[src/rtl/tile_pkg.sv]
// Shared types and helpers for the piano-tiles row judge and its controller.
package tile_pkg;

    typedef enum logic [1:0] {IDLE, WAIT, DONE} state_e;

    localparam int LANE_EMPTY = 0;

    // One-hot in key_n bit order: lane 1 maps to bit n-1 (MSB), lane n to bit 0.
    // Codes outside 1..n give all zeros.
    function automatic logic [31:0] lane_onehot(input logic [31:0] lane, input int n);
        logic [31:0] res;
        res = '0;
        for (int i = 0; i < 32; i++) begin
            if (i < n && lane == 32'(n - i)) res[i] = 1'b1;
        end
        return res;
    endfunction

endpackage

[src/rtl/key_edge_sync.sv]
// Two-flop synchronizer plus falling-edge detector for active-low keys.
// press_o pulses for one cycle per key press; flops reset to "released".
module key_edge_sync #(
    parameter int W = 1
) (
    input  logic         clock,
    input  logic         resetn,
    input  logic [W-1:0] key_n_i,
    output logic [W-1:0] press_o
);

    logic [W-1:0] sync1_q, sync2_q, prev_q, press_q;

    always_ff @(posedge clock or negedge resetn) begin
        if (!resetn) begin
            sync1_q <= '1;
            sync2_q <= '1;
            prev_q  <= '1;
            press_q <= '0;
        end else begin
            sync1_q <= key_n_i;
            sync2_q <= sync1_q;
            prev_q  <= sync2_q;
            press_q <= prev_q & ~sync2_q;
        end
    end

    assign press_o = press_q;

endmodule

[src/rtl/tile_judge.sv]
// Bottom-row hit judge: evaluates key presses against the target lane on a
// go/done handshake and keeps saturating score and streak counters.
module tile_judge
    import tile_pkg::*;
#(
    parameter int  N_LANES  = 4,
    parameter int  WINDOW   = 1024,
    parameter int  SCORE_W  = 16,
    parameter int  STREAK_W = 8,
    localparam int LANE_W   = $clog2(N_LANES + 1)
) (
    input  logic                clock,
    input  logic                resetn,
    input  logic                go,
    input  logic [LANE_W-1:0]   lane,
    input  logic [N_LANES-1:0]  key_n,
    input  logic                clear_score,
    output logic                done,
    output logic                correct,
    output logic                incorrect,
    output logic                miss,
    output logic [SCORE_W-1:0]  score,
    output logic [STREAK_W-1:0] streak
);

    localparam int TIMER_W = (WINDOW > 1) ? $clog2(WINDOW) : 1;

    logic [N_LANES-1:0] press;

    key_edge_sync #(.W(N_LANES)) u_keys (
        .clock   (clock),
        .resetn  (resetn),
        .key_n_i (key_n),
        .press_o (press)
    );

    state_e              state_q, state_d;
    logic [LANE_W-1:0]   lane_q, lane_d;
    logic [TIMER_W-1:0]  timer_q, timer_d;
    logic                done_q, done_d;
    logic                correct_q, correct_d;
    logic                incorrect_q, incorrect_d;
    logic                miss_q, miss_d;
    logic [SCORE_W-1:0]  score_q, score_d;
    logic [STREAK_W-1:0] streak_q, streak_d;
    logic [31:0]         target;
    logic                lane_bad;

    always_comb begin
        state_d     = state_q;
        lane_d      = lane_q;
        timer_d     = timer_q;
        done_d      = done_q;
        correct_d   = correct_q;
        incorrect_d = incorrect_q;
        miss_d      = miss_q;
        score_d     = score_q;
        streak_d    = streak_q;
        target      = lane_onehot(32'(lane_q), N_LANES);
        lane_bad    = (lane == LANE_W'(LANE_EMPTY)) || (32'(lane) > 32'(N_LANES));

        case (state_q)
            IDLE: begin
                done_d      = 1'b0;
                correct_d   = 1'b0;
                incorrect_d = 1'b0;
                miss_d      = 1'b0;
                if (go) begin
                    lane_d = lane;
                    if (lane_bad) begin
                        // Empty row: complete the handshake with no verdict.
                        done_d  = 1'b1;
                        state_d = DONE;
                    end else begin
                        timer_d = TIMER_W'(WINDOW - 1);
                        state_d = WAIT;
                    end
                end
            end
            WAIT: begin
                if (!go) begin
                    state_d = IDLE;
                end else if (|press) begin
                    done_d  = 1'b1;
                    state_d = DONE;
                    if (32'(press) == target) begin
                        correct_d = 1'b1;
                        if (score_q != '1)  score_d  = score_q + SCORE_W'(1);
                        if (streak_q != '1) streak_d = streak_q + STREAK_W'(1);
                    end else begin
                        incorrect_d = 1'b1;
                        streak_d    = '0;
                    end
                end else if (timer_q == '0) begin
                    miss_d   = 1'b1;
                    done_d   = 1'b1;
                    streak_d = '0;
                    state_d  = DONE;
                end else begin
                    timer_d = timer_q - TIMER_W'(1);
                end
            end
            DONE: begin
                if (!go) begin
                    done_d      = 1'b0;
                    correct_d   = 1'b0;
                    incorrect_d = 1'b0;
                    miss_d      = 1'b0;
                    state_d     = IDLE;
                end
            end
            default: state_d = IDLE;
        endcase

        if (clear_score) begin
            score_d  = '0;
            streak_d = '0;
        end
    end

    always_ff @(posedge clock or negedge resetn) begin
        if (!resetn) begin
            state_q     <= IDLE;
            lane_q      <= '0;
            timer_q     <= '0;
            done_q      <= 1'b0;
            correct_q   <= 1'b0;
            incorrect_q <= 1'b0;
            miss_q      <= 1'b0;
            score_q     <= '0;
            streak_q    <= '0;
        end else begin
            state_q     <= state_d;
            lane_q      <= lane_d;
            timer_q     <= timer_d;
            done_q      <= done_d;
            correct_q   <= correct_d;
            incorrect_q <= incorrect_d;
            miss_q      <= miss_d;
            score_q     <= score_d;
            streak_q    <= streak_d;
        end
    end

    assign done      = done_q;
    assign correct   = correct_q;
    assign incorrect = incorrect_q;
    assign miss      = miss_q;
    assign score     = score_q;
    assign streak    = streak_q;

endmodule
[config.mk]
export PLATFORM = sky130hd
export DESIGN_NAME = tile_judge
export DESIGN_NICKNAME = d
export VERILOG_FILES = /design/src/rtl/tile_pkg.sv /design/src/rtl/key_edge_sync.sv /design/src/rtl/tile_judge.sv
export SDC_FILE = /design/constraint.sdc
export NUM_CORES = 1
export LEC_CHECK = 0
export CELL_PAD_IN_SITES_DETAIL_PLACEMENT = 1
export CELL_PAD_IN_SITES_GLOBAL_PLACEMENT = 2
export CORE_MARGIN = 3
export CORE_UTILIZATION = 35
export DETAILED_ROUTE_END_ITERATION = 8
export GPL_TIMING_DRIVEN = 0
export PLACE_DENSITY = 0.89
export SYNTH_ARGS = -nofsm -noshare
export SYNTH_HDL_FRONTEND = slang
export SYNTH_SLANG_ARGS = --single-unit
[constraint.sdc]
create_clock -name clock -period 3 [get_ports clock]
set_input_delay 0.6 -clock clock [delete_from_list [all_inputs] [get_ports clock]]
set_output_delay 0.6 -clock clock [all_outputs]
set_load 0.05 [all_outputs]
==> metrics.cfg <==
[status]
status=finished clean

[pwr]
p_leak_nw=1.39
irDropWorstVdd_mv=0.242
p_total_w=0.00237
power_density_nw_per_um2=615

[worst_hold_path]
hold_path.class=input port to asynchronous set/reset pin

[cells_and_area]
area_growth_pct=22.5
drive_above_1_share_pct=14.2
n_antenna_cell=0
fillCellCount=981
nNetsFinal=380
fin_util_pct=45.5

[clock_network]
cts_hold_buf=0
post_cts_resized=0
ctsHtreeMaxLevel=3
clockRootBuffer=clkbuf_8
cts_setup_buffers=0
clock_latency_ns=0.35
cts_tree=yes
cts_buffers=9
cts_buffer_depth=2
cts.clk_slew.worst_paths_ns=0.09
clock-sinks=59

[yosys]
syn-num-nets=330
synth_edf_count=0
yosysUniqueCellTypes=61
synth_area_um2=3140
ys_ff_latch=59
ys_seq_area_share_pct=47.5
syn_avg_cell_area_um2=10.1
synth_top_flop_cell=dfrtp_1
synth_cells=312
synth_warnings=0
async_reset_ff_share_pct=100

[setup_path]
crit_path_start_kind=register
endpoint_kind=register
crit_required_ns=3.27
cp.arrival_ns=2.83
path_class=register to register
worstPathMaxFanout=8

[global_routing]
grt_overflow=0
antenna_found_initial=0
grt_max_degree=37
grt_pass1_wl_um=14000
grt_pass1_vias=2830
grt_use_total_pct=17.3

[drt]
drt_iter0_drc=90
vias=2761
drt-total-wl_um=8270
drc=0
avgViaCountPerCell=5.85
wl_per_cell_um=17.5
ant_nets=0
firstDrtPassIters=4

[floorplan]
die_area_um2=10200
start_util_pct=37.1
die_y_um=101
ios=39
die_x_um=101
num_rows=33
core-area_um2=8460

[place]
io_buffers=38
gp_congestion=0.766
dp_hpwl_um=5800

[timing]
rsz0062_at_grt=false
hold_violations=0
final_max_slew_viol_count=0
fin_crit_ns=2.57
setup_viol=0
fin_crit_sh_pct=85.5
fin_skew_ns=0.0116
worst_pin_slew_ns=0.818
fmax_ghz=0.390
slew-limit-headroom_pct=44.9

[flow_run]
drv_cap=0

## cells in the mapped netlist, types with 2 or more instances
cell type | number | area share (%)
a31oi_1 | 8 | 1.6
mux2_2 | 6 | 2.1
buf_2 | 3 | 0.48
clkbuf_1 | 6 | 0.72
a211oi_1 | 2 | 0.48
nor2b_1 | 7 | 1.4
and2_1 | 4 | 0.80
or2_2 | 2 | 0.40
o211ai_1 | 3 | 0.72
nand3_1 | 13 | 2.1
nor3_1 | 5 | 0.80
inv_1 | 13 | 1.6
o31ai_1 | 13 | 3.1
ha_1 | 7 | 2.8
o21ai_0 | 7 | 1.1
a41oi_1 | 2 | 0.56
nor4_1 | 4 | 0.80
a21oi_1 | 23 | 3.7
mux2i_1 | 2 | 0.64
nor2_1 | 16 | 1.9
or3_1 | 5 | 1.0
dfrtp_1 | 47 | 37
nand4_1 | 14 | 2.8
xor2_1 | 3 | 0.84
and4_1 | 4 | 1.1
or4_1 | 16 | 3.8
nor3b_1 | 3 | 0.72
o22ai_1 | 4 | 0.80
nand2_1 | 21 | 2.5
nand2b_1 | 4 | 0.80
dfstp_2 | 12 | 10
o21ai_1 | 2 | 0.32
o31a_1 | 3 | 0.84
## state kept, by name, indices dropped and copies added (netlist names)
register / count
correct: 1
done: 1
incorrect: 1
lane_q: 3
miss: 1
score: 16
state_q: 2
streak: 8
timer_q: 10
u_keys.press_o: 4
u_keys.prev_q: 4
u_keys.sync1_q: 4
u_keys.sync2_q: 4
## cell families after synthesis
kind of cell	count (synthesis)	share of synthesized area, %
flops	59	47.5
simple gates	127	23.4
compound gates	84	19.2
xor+xnor	4	1.11
buf+inv	23	3.18
mux	8	2.79
fa+ha+maj	7	2.79
## final timing paths
| kind | start | endpoint | slack (ns) | cells after the start |
|---|---|---|---|---|
| hold / removal | resetn | timer_q[0] | 0.25 | 1 |
| setup / recovery | state_q[1] | timer_q[9] | 0.43 | 7 |
| setup reg to reg | state_q[1] | timer_q[9] | 0.43 | 7 |
| min in group clock | u_keys.sync1_q[2] | u_keys.sync2_q[2] | 0.36 | 0 |
| max in group asynchronous | resetn | u_keys.sync2_q[2] | 2.06 | 2 |
| hold reg to reg | u_keys.sync1_q[2] | u_keys.sync2_q[2] | 0.36 | 0 |
## critical path, cell delays in order, from the launching register on
cell and delay, ns:
dfrtp_1 0.42, inv_1 0.11, ha_1 0.32, inv_1 0.12, o31ai_2 0.50, nand4_1 0.34, or4b_1 0.58, nand3_1 0.10
## power by group
part	switching (W)	leakage, nW	internal, W
clock	0.000371	0.0910	0.000311
combinational	0.000468	0.579	0.000274
sequential	0.0000721	0.715	0.000873
## stage by stage
stage / hold slack, ns / TNS, ns / setup slack, ns / cells / cell area, µm²
finish: 0.250 / 0 / 0.434 / 472 / 3850
CTS: 0.260 / 0 / 0.436 / 472 / 3850
floorplan: 0.304 / 0 / 0.817 / 312 / 3140
global placement: 0.347 / -31.22 / -0.669 / 455 / 3650
global route: 0.277 / 0 / 0.237 / 472 / 3850
detailed placement: 0.347 / 0 / 0.106 / 456 / 3670
## metal layers
metal	global-route usage, %	share of wire [%]	vias up
li1	-	-	1303
met1	24.7	50	1403
met2	25.7	46	46
met3	3.32	3.0	9
met4	6.74	1.3	0
met5	0	0	-
## layout by cell type, fill, tap and decap left out, types with 8 or more instances in the layout
cell / n
a21oi_1: 23
a31oi_1: 8
clkbuf_8: 10
clkdlybuf4s50_1: 37
dfrtp_1: 47
dfstp_2: 12
inv_1: 13
nand2_1: 21
nand3_1: 13
nand4_1: 14
nor2_1: 16
o31ai_1: 13
or4_1: 16
## cell type report
type / count / area, µm² / area share [%]
Clock buffer: 9 / 124 / 3.22
Tap cell: 105 / 131 / 3.41
Inverter: 13 / 48.8 / 1.27
Buffer: 10 / 51.3 / 1.33
Timing Repair Buffer: 39 / 395 / 10.3
Sequential cell: 59 / 1490 / 38.7
Multi-Input combinational cell: 230 / 1550 / 40.3
Clock inverter: 7 / 56.3 / 1.46
No activity file was read; power rests on OpenSTA's default activity.
